--- config.mk ---
export PLATFORM = sky130hd
export DESIGN_NAME = ram_burst_arbiter_flat
export DESIGN_NICKNAME = d
export VERILOG_FILES = /design/src/rtl/ram_burst_arbiter_if.sv /design/src/rtl/ram_burst_arbiter.sv /design/src/flat_wrapper.sv
export SDC_FILE = /design/constraint.sdc
export NUM_CORES = 1
export LEC_CHECK = 0
export ABC_AREA = 1
export CAP_MARGIN = 10
export CORE_MARGIN = 4
export CORE_UTILIZATION = 45
export CTS_CLUSTER_SIZE = 16
export DETAILED_ROUTE_END_ITERATION = 8
export GPL_TIMING_DRIVEN = 1
export PLACE_DENSITY = 0.88
export SLEW_MARGIN = 20
export SYNTH_ARGS = -nofsm -noshare
export SYNTH_HDL_FRONTEND = slang
export SYNTH_SLANG_ARGS = --single-unit
--- constraint.sdc ---
create_clock -name clk -period 2.1 [get_ports clk]
set_input_delay 0.525 -clock clk [delete_from_list [all_inputs] [get_ports clk]]
set_output_delay 0.525 -clock clk [all_outputs]
set_load 0.1 [all_outputs]
--- src/rtl/ram_burst_arbiter_if.sv ---
// Bundle between the two burst requesters, the RAM arbiter and the single-port RAM.
// Handshake: req_i[i] is the valid and is held until done_o[i] (the ready/ack); wr_i/base_i/len_i must be valid with req_i; beat_o[i] acks one wdata_i word and rvalid_o[i] qualifies rdata_o.
interface ram_burst_arbiter_if #(
  parameter int ADDR_W = 8,
  parameter int DATA_W = 8,
  parameter int LEN_W  = 8
);
  logic [1:0]          req_i;
  logic [1:0]          wr_i;
  logic [2*ADDR_W-1:0] base_i;
  logic [2*LEN_W-1:0]  len_i;
  logic [2*DATA_W-1:0] wdata_i;
  logic [1:0]          gnt_o;
  logic [1:0]          beat_o;
  logic [DATA_W-1:0]   rdata_o;
  logic [1:0]          rvalid_o;
  logic [1:0]          done_o;
  logic                ram_cs;
  logic                ram_we;
  logic                ram_oe;
  logic [ADDR_W-1:0]   ram_addr;
  logic [DATA_W-1:0]   ram_wdata;
  logic [DATA_W-1:0]   ram_rdata;

  modport slave (
    input  req_i, wr_i, base_i, len_i, wdata_i, ram_rdata,
    output gnt_o, beat_o, rdata_o, rvalid_o, done_o,
    output ram_cs, ram_we, ram_oe, ram_addr, ram_wdata
  );

  modport master (
    output req_i, wr_i, base_i, len_i, wdata_i, ram_rdata,
    input  gnt_o, beat_o, rdata_o, rvalid_o, done_o,
    input  ram_cs, ram_we, ram_oe, ram_addr, ram_wdata
  );
endinterface

--- src/rtl/ram_burst_arbiter.sv ---
// Round-robin arbiter sharing one single-port RAM between two burst requesters;
// sequences contiguous read/write bursts and pulses done on completion.
module ram_burst_arbiter #(
  parameter int ADDR_W = 8,
  parameter int DATA_W = 8,
  parameter int LEN_W  = 8
) (
  input  logic                    clk,
  input  logic                    rst,
  ram_burst_arbiter_if.slave      bus,
  output logic [1:0]              dbg_state,
  output logic                    dbg_rr
);

  typedef enum logic [1:0] {
    S_IDLE  = 2'd0,
    S_BURST = 2'd1,
    S_DRAIN = 2'd2,
    S_DONE  = 2'd3
  } state_t;

  state_t             state;
  logic               rr;
  logic               gsel;
  logic               wr_q;
  logic [LEN_W-1:0]   len_q;
  logic [LEN_W-1:0]   beat_q;

  logic               win;
  logic               win_wr;
  logic [ADDR_W-1:0]  win_base;
  logic [LEN_W-1:0]   win_len;

  function automatic logic [1:0] onehot(input logic p);
    return p ? 2'b10 : 2'b01;
  endfunction

  // The round-robin pointer only decides ties; a lone requester always wins.
  always_comb begin
    win      = bus.req_i[rr] ? rr : ~rr;
    win_wr   = bus.wr_i[win];
    win_base = win ? bus.base_i[2*ADDR_W-1:ADDR_W] : bus.base_i[ADDR_W-1:0];
    win_len  = win ? bus.len_i[2*LEN_W-1:LEN_W]    : bus.len_i[LEN_W-1:0];
  end

  always_ff @(posedge clk) begin
    if (rst) begin
      state        <= S_IDLE;
      rr           <= 1'b0;
      gsel         <= 1'b0;
      wr_q         <= 1'b0;
      len_q        <= '0;
      beat_q       <= '0;
      bus.gnt_o    <= 2'b00;
      bus.beat_o   <= 2'b00;
      bus.rvalid_o <= 2'b00;
      bus.done_o   <= 2'b00;
      bus.ram_cs   <= 1'b0;
      bus.ram_we   <= 1'b0;
      bus.ram_oe   <= 1'b0;
      bus.ram_addr <= '0;
    end else begin
      bus.done_o   <= 2'b00;
      // A read address presented this cycle returns data next cycle.
      bus.rvalid_o <= (state == S_BURST && !wr_q) ? onehot(gsel) : 2'b00;
      case (state)
        S_IDLE: begin
          if (|bus.req_i) begin
            gsel      <= win;
            wr_q      <= win_wr;
            len_q     <= win_len;
            beat_q    <= '0;
            bus.gnt_o <= onehot(win);
            if (win_len == '0) begin
              state      <= S_DONE;
              bus.done_o <= onehot(win);
            end else begin
              state        <= S_BURST;
              bus.ram_cs   <= 1'b1;
              bus.ram_we   <= win_wr;
              bus.ram_oe   <= ~win_wr;
              bus.ram_addr <= win_base;
              bus.beat_o   <= win_wr ? onehot(win) : 2'b00;
            end
          end
        end
        S_BURST: begin
          if (beat_q == len_q - LEN_W'(1)) begin
            bus.ram_cs   <= 1'b0;
            bus.ram_we   <= 1'b0;
            bus.ram_oe   <= 1'b0;
            bus.ram_addr <= '0;
            bus.beat_o   <= 2'b00;
            if (wr_q) begin
              state      <= S_DONE;
              bus.done_o <= onehot(gsel);
            end else begin
              state <= S_DRAIN;
            end
          end else begin
            beat_q       <= beat_q + LEN_W'(1);
            bus.ram_addr <= bus.ram_addr + ADDR_W'(1);
          end
        end
        S_DRAIN: begin
          state      <= S_DONE;
          bus.done_o <= onehot(gsel);
        end
        S_DONE: begin
          bus.gnt_o <= 2'b00;
          rr        <= ~gsel;
          state     <= S_IDLE;
        end
        default: state <= S_IDLE;
      endcase
    end
  end

  assign bus.rdata_o   = (|bus.rvalid_o) ? bus.ram_rdata : {DATA_W{1'b0}};
  assign bus.ram_wdata = bus.ram_we
                         ? (gsel ? bus.wdata_i[2*DATA_W-1:DATA_W] : bus.wdata_i[DATA_W-1:0])
                         : {DATA_W{1'b0}};
  assign dbg_state     = state;
  assign dbg_rr        = rr;

endmodule

--- src/flat_wrapper.sv ---
// flat-port wrapper written by rule: the top's interface ports become plain ports
module ram_burst_arbiter_flat 
#(
  parameter int ADDR_W = 8,
  parameter int DATA_W = 8,
  parameter int LEN_W  = 8
)
  (clk, rst, dbg_state, dbg_rr, bus_req_i, bus_wr_i, bus_base_i, bus_len_i, bus_wdata_i, bus_ram_rdata, bus_gnt_o, bus_beat_o, bus_rdata_o, bus_rvalid_o, bus_done_o, bus_ram_cs, bus_ram_we, bus_ram_oe, bus_ram_addr, bus_ram_wdata);
  ram_burst_arbiter_if #(.ADDR_W(ADDR_W), .DATA_W(DATA_W), .LEN_W(LEN_W)) bus_i ();
  input  logic clk;
  input  logic rst;
  output logic [1:0] dbg_state;
  output logic dbg_rr;
  input wire logic [$bits(bus_i.req_i)-1:0] bus_req_i;
  input wire logic [$bits(bus_i.wr_i)-1:0] bus_wr_i;
  input wire logic [$bits(bus_i.base_i)-1:0] bus_base_i;
  input wire logic [$bits(bus_i.len_i)-1:0] bus_len_i;
  input wire logic [$bits(bus_i.wdata_i)-1:0] bus_wdata_i;
  input wire logic [$bits(bus_i.ram_rdata)-1:0] bus_ram_rdata;
  output wire logic [$bits(bus_i.gnt_o)-1:0] bus_gnt_o;
  output wire logic [$bits(bus_i.beat_o)-1:0] bus_beat_o;
  output wire logic [$bits(bus_i.rdata_o)-1:0] bus_rdata_o;
  output wire logic [$bits(bus_i.rvalid_o)-1:0] bus_rvalid_o;
  output wire logic [$bits(bus_i.done_o)-1:0] bus_done_o;
  output wire logic [$bits(bus_i.ram_cs)-1:0] bus_ram_cs;
  output wire logic [$bits(bus_i.ram_we)-1:0] bus_ram_we;
  output wire logic [$bits(bus_i.ram_oe)-1:0] bus_ram_oe;
  output wire logic [$bits(bus_i.ram_addr)-1:0] bus_ram_addr;
  output wire logic [$bits(bus_i.ram_wdata)-1:0] bus_ram_wdata;
  assign bus_i.req_i = bus_req_i;
  assign bus_i.wr_i = bus_wr_i;
  assign bus_i.base_i = bus_base_i;
  assign bus_i.len_i = bus_len_i;
  assign bus_i.wdata_i = bus_wdata_i;
  assign bus_i.ram_rdata = bus_ram_rdata;
  assign bus_gnt_o = bus_i.gnt_o;
  assign bus_beat_o = bus_i.beat_o;
  assign bus_rdata_o = bus_i.rdata_o;
  assign bus_rvalid_o = bus_i.rvalid_o;
  assign bus_done_o = bus_i.done_o;
  assign bus_ram_cs = bus_i.ram_cs;
  assign bus_ram_we = bus_i.ram_we;
  assign bus_ram_oe = bus_i.ram_oe;
  assign bus_ram_addr = bus_i.ram_addr;
  assign bus_ram_wdata = bus_i.ram_wdata;
  ram_burst_arbiter #(.ADDR_W(ADDR_W), .DATA_W(DATA_W), .LEN_W(LEN_W)) u_core (.clk(clk), .rst(rst), .bus(bus_i), .dbg_state(dbg_state), .dbg_rr(dbg_rr));
endmodule
== Word level (Yosys, flattened, before mapping) ==
Index checks and enable logic that the tools add are counted.

* Flip-flop bits (word level): 40
* Input bits: 62
* Output and inout port bits: 38
* Logic and storage cells: 92

* Add/subtract/negate cells: 3
* Magnitude comparators: 2
* Eq/ne operators: 8
* Multiplexer cells: 46
* Bitwise operators: 4
* Reduce and logical (&&, ||, !) cells: 15

{| class="wikitable"
|+ Operator list
! kind !! count
|-
| $mux W8 || 10
|-
| $pmux W8 S2 || 2
|-
| $mux W2 || 14
|-
| $add A8 B1 Y8 const B || 2
|-
| $mux W1 || 13
|-
| $eq A8 B8 Y1 || 1
|-
| $logic_not A8 Y1 || 1
|-
| $pmux W2 S2 || 2
|-
| $pmux W2 S4 || 1
|-
| $sub A8 B1 Y8 const B || 1
|-
| $ne A2 B2 Y1 const B || 3
|-
| $pmux W1 S2 || 3
|-
| $pmux W2 S3 || 1
|-
| $reduce_and A2 Y1 || 3
|-
| $reduce_and A3 Y1 || 2
|-
| $reduce_or A2 Y1 || 3
|-
| $eq A2 B2 Y1 const B || 2
|-
| $lt A1 B2 Y1 const B || 2
|-
| $not A1 Y1 || 4
|-
| $reduce_and A4 Y1 || 1
|-
| $reduce_bool A2 Y1 || 2
|-
| $eq A2 B1 Y1 const B || 1
|-
| $logic_not A2 Y1 || 1
|-
| $ne A2 B1 Y1 const B || 1
|-
| other kinds (2) || 2
|}

== Depth between registers and ports, before layout ==
Gate-level depths: netlist of the first run.

* Word-level depth: 9
* Depth in mapped cells: 15
* Depth with buffers taken out: 14

== Least setup slack after synthesis of the first run ==
OpenSTA, ideal clock, no wires.

* Path type: reg2out
* From: register u_core.bus.rvalid_o[1]
* To: output bus_rdata_o[0]
* Arrival: 2,538 ps
* Required time: 1,575 ps
* Slack: -963 ps
* Cell stages (with the launch flop): 3
* Path buffers: 0
* Cell sequence: dfxtp_1 nor2_1 nor2_1

* Word-level cells in the longest chain between the ends: 2

{| class="wikitable"
|+ RTL lines
! what !! line !! source
|-
| start: declaration || ram_burst_arbiter_if.sv:27 || <nowiki>output gnt_o, beat_o, rdata_o, rvalid_o, done_o,</nowiki>
|-
| start signal: assignment || ram_burst_arbiter.sv:65 || <nowiki>bus.rvalid_o <= (state == S_BURST && !wr_q) ? onehot(gsel) : 2'b00;</nowiki>
|-
| $reduce_or A2 Y1 || ram_burst_arbiter.sv:119 || <nowiki>assign bus.rdata_o = (|bus.rvalid_o) ? bus.ram_rdata : {DATA_W{1'b0}};</nowiki>
|-
| $mux W8 || ram_burst_arbiter.sv:119 ||
|-
| end: declaration || flat_wrapper.sv:22 || <nowiki>output wire logic [$bits(bus_i.rdata_o)-1:0] bus_rdata_o;</nowiki>
|}

No other way between the ends.

== Worst setup path after layout of the first run ==
* From: input bus_wdata_i[1]
* To: output bus_ram_wdata[1]

* Word-level cells in the longest chain between the ends: 2

{| class="wikitable"
|+ RTL lines
! what !! line !! source
|-
| start: declaration || flat_wrapper.sv:18 || <nowiki>input wire logic [$bits(bus_i.wdata_i)-1:0] bus_wdata_i;</nowiki>
|-
| $mux W8 (2 in a row) || ram_burst_arbiter.sv:121 || <nowiki>? (gsel ? bus.wdata_i[2*DATA_W-1:DATA_W] : bus.wdata_i[DATA_W-1:0])</nowiki>
|-
| end: declaration || flat_wrapper.sv:29 || <nowiki>output wire logic [$bits(bus_i.ram_wdata)-1:0] bus_ram_wdata;</nowiki>
|}

No other way between the ends.

==> results of run 1 <==
## stage by stage
step                std cells  setup WS [ns]  utilization (%)
floorplan                 448         0.0606                -
global placement          630         -0.182             71.6
detailed placement        630         -0.284             71.6
CTS                       637        0.00112             72.9
global route              638         0.0248             73.7
finish                    638         0.0908             73.7
## routing by layer
layer / track usage, % / vias up / share of wire, %
li1: - / 1655 / -
met1: 26.5 / 1546 / 40
met2: 43.5 / 118 / 53
met3: 4.18 / 21 / 5.2
met4: 5.81 / 0 / 1.7
met5: 0 / - / 0
## worst max path at each step
stage | end | slack [ns] | cells after the start
floorplan | u_core.bus.ram_addr[7]$_SDFFE_PP0P_ | 0.06 | 9
global placement | u_core.bus.beat_o[1]$_SDFFE_PP0P_ | -0.18 | 14
detailed placement | u_core.bus.beat_o[1]$_SDFFE_PP0P_ | -0.28 | 14
CTS | u_core.bus.beat_o[1]$_SDFFE_PP0P_ | 0.001 | 14
global route | u_core.bus.ram_addr[0]$_SDFFE_PP0P_ | 0.02 | 11
finish | bus_ram_wdata[1] | 0.09 | 4
## registers in the layout, indices dropped and copies added, names as in the netlist
register             flops
u_core.beat_q            8
u_core.bus.ram_addr      8
u_core.bus.done_o        2
u_core.dbg_state         2
u_core.bus.beat_o        2
u_core.wr_q              1
u_core.len_q             8
u_core.bus.ram_we        1
u_core.bus.rvalid_o      2
u_core.bus.ram_cs        1
u_core.gsel              1
u_core.dbg_rr            1
u_core.bus.ram_oe        1
u_core.bus.gnt_o         2
## power breakdown
group / leakage (uW) / internal [uW] / switching (uW) / total (uW)
registers: 0.000332 / 1010 / 304 / 1310
logic: 0.00167 / 1440 / 3040 / 4480
clock network: 0.0000410 / 226 / 267 / 493
## Yosys cell counts (3+ instances only)
master    number  area, um2
nand2_2        9       56.3
clkbuf_1      10       37.5
o21ai_0       21        105
ha_1           7       87.6
o21ai_1        6       30.0
nand4_1       18        113
dfxtp_1       40        801
nor3_1         3       15.0
nand3b_1       3       22.5
inv_1         56        210
nor2_2         5       31.3
xor2_1        11       96.3
nand3_2        3       30.0
a21oi_1       20        100
nand2_1      107        402
o22ai_1        6       37.5
inv_2          7       26.3
buf_2          3       15.0
nand3_1       29        145
xnor2_1        4       35.0
nor2_1        63        236
## repair_timing
action | 4_1_cts | 5_1_grt
hold buffers | 0 | 0
hold endpoints to repair | 0 | 0
endpoints found under the setup margin | 0 | 23
gates resized for setup | 0 | 13
## cell usage in the layout (no fill, tap or decap), types with 20 or more instances in the layout
cell             Yosys  final
nand2_1            107    104
clkdlybuf4s50_1      0     59
inv_1               56     56
nor2_1              63     46
buf_4                1     41
dfxtp_1             40     30
nand3_1             29     29
o21ai_0             21     21
buf_12               0     21
a21oi_1             20     20
## cell families after synthesis
logic type	Yosys count	synth area share [%]
XOR/XNOR	15	4.72
flip-flops	40	28.8
AO/OA/AOI/OAI	61	12.4
AND/OR/NAND/NOR	246	39.5
buffers and inverters	79	11.5
adder cells (fa/ha/maj)	7	3.15
## tightest hold or removal path, delay by kind of cell, from the launching register on
family | cells | cell delay [ns]
flops | 1 | 0.32
simple gates | 1 | 0.06
compound gates | 1 | 0.05
## area by class of cell
type | instances | area (um2)
Multi-Input combinational cell | 330 | 1830
Fill cell | 439 | 1570
Timing Repair Buffer | 123 | 1340
Sequential cell | 40 | 813
Inverter | 63 | 236
Tap cell | 75 | 93.8
Clock buffer | 6 | 72.6
Clock inverter | 1 | 5.00
==> impl_metrics.ini, run 1 <==
[clock_network]
htreeDepth = 2
clock_latency_ns = 0.29
root_buffer = clkbuf_8
postCtsSetupRepairBufs = 0
clock_path_buffers = 2
clock-sinks = 40
cts_made_buffers = 5
cts_tree = yes
clk_pin_slew_ns = 0.07

[cells_and_area]
fin_area_um2 = 4390
drive_above_1_share_pct = 23.6
final_nets = 632
area_growth_pct = 57.8
num_antenna_cells = 0

[hold_path]
hold_depth = 2
min-delay-start = u_core.bus.ram_cs$_SDFFE_PP0P_
hold_end = u_core.bus.ram_cs$_SDFFE_PP0P_
hold_path_class = reg -> reg

[floorplan]
ios = 100
die_h_um = 86.6
die_area_um2 = 7500
core_area_um2 = 5960
fp.dieW_um = 86.6
initial_core_util_pct = 46.7
rows = 28

[timing]
hold_viol = 0
fin_setup_tns_ns = 0
fin_worst_skew_ns = 0.00504
post-route-period-util_pct = 95.7
setup_viol = 0
worst_slew_pin_slew_ns = 0.486
max_slew_margin_pct = 67.5
max_freq_mhz = 498
period_minus_slack_ns = 2.01
rsz0062_at_grt = no
hold_slack_ns = 0.476
maxSlewViolCount = 0

[power]
power_density_nw_per_um2 = 1430
p_total_uw = 6280
cellLeakagePower_uw = 0.00205
ir_drop_mv = 1.49

[placed_design]
place_congestion = 0.863
dpl.hpwl_um = 6930
io_buffer_count = 99
placed_area_um2 = 4260

[worst_setup_path]
end_kind = output pin
worstReg2RegStart = u_core.len_q[1]$_SDFFE_PP0P_
cp_slowest_cell = clkdlybuf4s50_1
path_cells = clkdlybuf4s50_1 > o21ai_0 > nor2_4 > buf_12
r2r_cells = 12
r2r_slack_ns = 0.15
cp_num_buf_inv = 2
cp_max_fo = 1
start_kind = input port
crit_family = buffers and inverters
crit_start = bus_wdata_i[1]
cp_slowest_stage_delay_ns = 0.40
cp.required_ns = 1.57
r2r-end = u_core.dbg_state[0]$_SDFFE_PP0P_
crit_arrival_ns = 1.48
worstSetupPathType = in -> out

[grt]
grt_pass1_vias = 3245
antenna_found_initial = 0
grt-ovfl-total = 0
grt_max_degree = 19
grt_pass1_wl_um = 14300
grt.total_usage_pct = 23.1

[synth]
ys.flop_type = dfxtp_1
synth-edff-count = 0
yosysWarningCount = 0
yosysUniqueCellTypes = 31
yosys_register_bits = 40
syn_area_um2 = 2780
synth_fp_nets = 517
avgSynthCellArea_um2 = 6.21
async_reset_ff_share_pct = 0
synth_cells = 448
ys_seq_area_share_pct = 28.8

[detailed_routing]
first_pass_iters = 5
vias = 3340
wl_per_cell_um = 13.7
drc = 0
wl_um = 8770
ant_nets = 0
drt_iter0_drc = 212
routed_via_density = 5.24

[outcome]
status = finished, final reports clean

[flow_run]
cap_violations = 0
(Power assumes the default switching activity.)
==> inputs of run 2 (changes only) <==
--- a/config.mk
+++ b/config.mk
@@ -6,13 +6,14 @@
 export NUM_CORES = 1
 export LEC_CHECK = 0
 export ABC_AREA = 1
+export ABC_CLOCK_PERIOD_IN_PS = 2290
 export CAP_MARGIN = 10
 export CORE_MARGIN = 4
-export CORE_UTILIZATION = 45
+export CORE_UTILIZATION = 41
 export CTS_CLUSTER_SIZE = 16
 export DETAILED_ROUTE_END_ITERATION = 8
 export GPL_TIMING_DRIVEN = 1
-export PLACE_DENSITY = 0.88
+export PLACE_DENSITY = 0.82
 export SLEW_MARGIN = 20
 export SYNTH_ARGS = -nofsm -noshare
 export SYNTH_HDL_FRONTEND = slang
==> constraint.sdc (replaced) <==
create_clock -name clk -period 2.29 [get_ports clk]
set_input_delay 0.5725 -clock clk [delete_from_list [all_inputs] [get_ports clk]]
set_output_delay 0.5725 -clock clk [all_outputs]
set_load 0.1 [all_outputs]
==> run 2 against run 1 <==
Worst hold slack got worse by 0.0027 ns; setup slack improved by 0.076 ns; flip-flop and latch count unchanged; die area increased by 8.8%; clock skew increased by 0.0032 ns; register-to-register slack improved by 0.09 ns.
==> impl_metrics.ini, run 2 (synthesized netlist as in run 1, its figures left out) <==
[placed_design]
pre_cts_slack_ns = -0.149
dpl.hpwl_um = 6980
io_buffer_count = 99
place_congestion = 0.846

[grt]
antenna_found_initial = 0
grt.total_usage_pct = 20.8
grt_pass1_vias = 3175
grt_max_degree = 19
grt-ovfl-total = 0
grt_pass1_wl_um = 14300

[worst_setup_path]
cp_max_fo = 9
end_kind = flop
cp.required_ns = 2.52
crit_start = bus_req_i[1]
worstSetupPathType = in -> reg
crit_arrival_ns = 2.36
worstReg2RegStart = u_core.len_q[0]$_SDFFE_PP0P_
start_kind = input port

[timing]
hold_viol = 0
max_freq_mhz = 471
rsz0062_at_grt = no
worst_slew_pin_slew_ns = 0.384
max_slew_margin_pct = 74.4
fin_ws_ns = 0.167
hold_slack_ns = 0.473
fin_worst_skew_ns = 0.00822
maxSlewViolCount = 0
setup_viol = 0
post-route-period-util_pct = 92.7
period_minus_slack_ns = 2.12
fin_setup_tns_ns = 0

[clock_network]
root_buffer = clkbuf_8
cts_hold_buf = 0
cts_tree = yes
clk_pin_slew_ns = 0.08
clock-sinks = 40
clock_latency_ns = 0.29
clock_path_buffers = 2
postCtsSetupRepairBufs = 0
cts_resized = 0
cts_made_buffers = 5
htreeDepth = 2

[cells_and_area]
final_nets = 631
postLayoutCoreUtil_pct = 67.2
area_growth_pct = 56.0
final_cell_mix = 105 x nand2_1, 61 x clkdlybuf4s50_1, 56 x inv_1, 46 x nor2_1, 46 x buf_4
final_common_cell = nand2_1
num_antenna_cells = 0
drive_above_1_share_pct = 22.4
reg_top3 = u_core.beat_q (8), u_core.bus.ram_addr (8), u_core.len_q (8)

[floorplan]
ios = 100
initial_core_util_pct = 43.1
die_h_um = 90.4
core_area_um2 = 6460
rows = 29
die_area_um2 = 8170
fp.dieW_um = 90.4

[power]
cellLeakagePower_uw = 0.00203
power_density_nw_per_um2 = 1320
ir_drop_mv = 1.18
p_total_uw = 5740

[hold_path]
min-delay-start = u_core.bus.ram_cs$_SDFFE_PP0P_
hold_path_class = reg -> reg

[detailed_routing]
wl_per_cell_um = 13.7
drt_iter0_drc = 185
drc = 0
ant_nets = 0
routed_via_density = 5.16
wl_um = 8750
first_pass_iters = 5
vias = 3303

[flow_run]
cap_violations = 0

[outcome]
status = finished, final reports clean
==> run 2: changes by cell type in the layout (fill, tap and decap cells not counted), moves of 2 or more <==
cell             delta
dfxtp_2             -4
dlymetal6s2s_1      -2
dfxtp_1             +4
clkdlybuf4s50_1     +2
ha_1                +2
ha_2                -2
buf_12              -5
buf_4               +5
==> run 2: worst paths after layout <==
| check | endpoint | slack (ns) | cells past startpoint |
|---|---|---|---|
| hold / removal | u_core.bus.ram_cs$_SDFFE_PP0P_ | 0.47 | 2 |
| setup reg to reg | u_core.beat_q[1]$_SDFFE_PP0P_ | 0.24 | 14 |
| hold reg to reg | u_core.bus.ram_cs$_SDFFE_PP0P_ | 0.47 | 2 |
| setup / recovery | u_core.bus.ram_addr[6]$_SDFFE_PP0P_ | 0.17 | 15 |
==> run 2: report_power, final <==
part / internal [uW] / switching, uW / leakage (uW)
registers: 917 / 258 / 0.000331
logic: 1190 / 2770 / 0.00163
clock network: 356 / 249 / 0.0000614
==> run 2: critical path, stage by stage <==
cell             delay, ns
clkdlybuf4s50_1       0.45
inv_1                 0.07
nand2_1               0.10
nand2_2               0.15
nand2_1               0.07
nand2_1               0.11
nand2_2               0.07
nor2_4                0.13
nand3_2               0.09
nand2_2               0.10
buf_4                 0.16
nand2_1               0.06
nand2_1               0.08
nor2_1                0.05
nor2_1                0.09
==> run 2: per-stage QoR <==
| step | cell area [um2] | std cells |
|---|---|---|
| 2_1_floorplan | 2910 | 448 |
| 3_3_place_gp | 4200 | 632 |
| 3_5_place_dp | 4200 | 632 |
| 4_1_cts | 4320 | 640 |
| 5_1_grt | 4340 | 640 |
| 6_report | 4340 | 640 |
==> run 2: layer usage <==
| layer | up-vias | track usage (%) | share of wire [%] |
|---|---|---|---|
| met4 | 0 | 5.74 | 1.5 |
| li1 | 1648 | - | - |
| met2 | 114 | 39.2 | 52 |
| met3 | 17 | 3.83 | 4.8 |
| met1 | 1524 | 23.6 | 41 |
| met5 | - | 0 | 0 |
==> run 2: layout make-up <==
type,instances,area [um2]
Clock buffer,6,82.6
Clock inverter,2,38.8
Fill cell,533,2120
Inverter,63,236
Multi-Input combinational cell,329,1800
Sequential cell,40,808
Tap cell,77,96.3
Timing Repair Buffer,123,1280
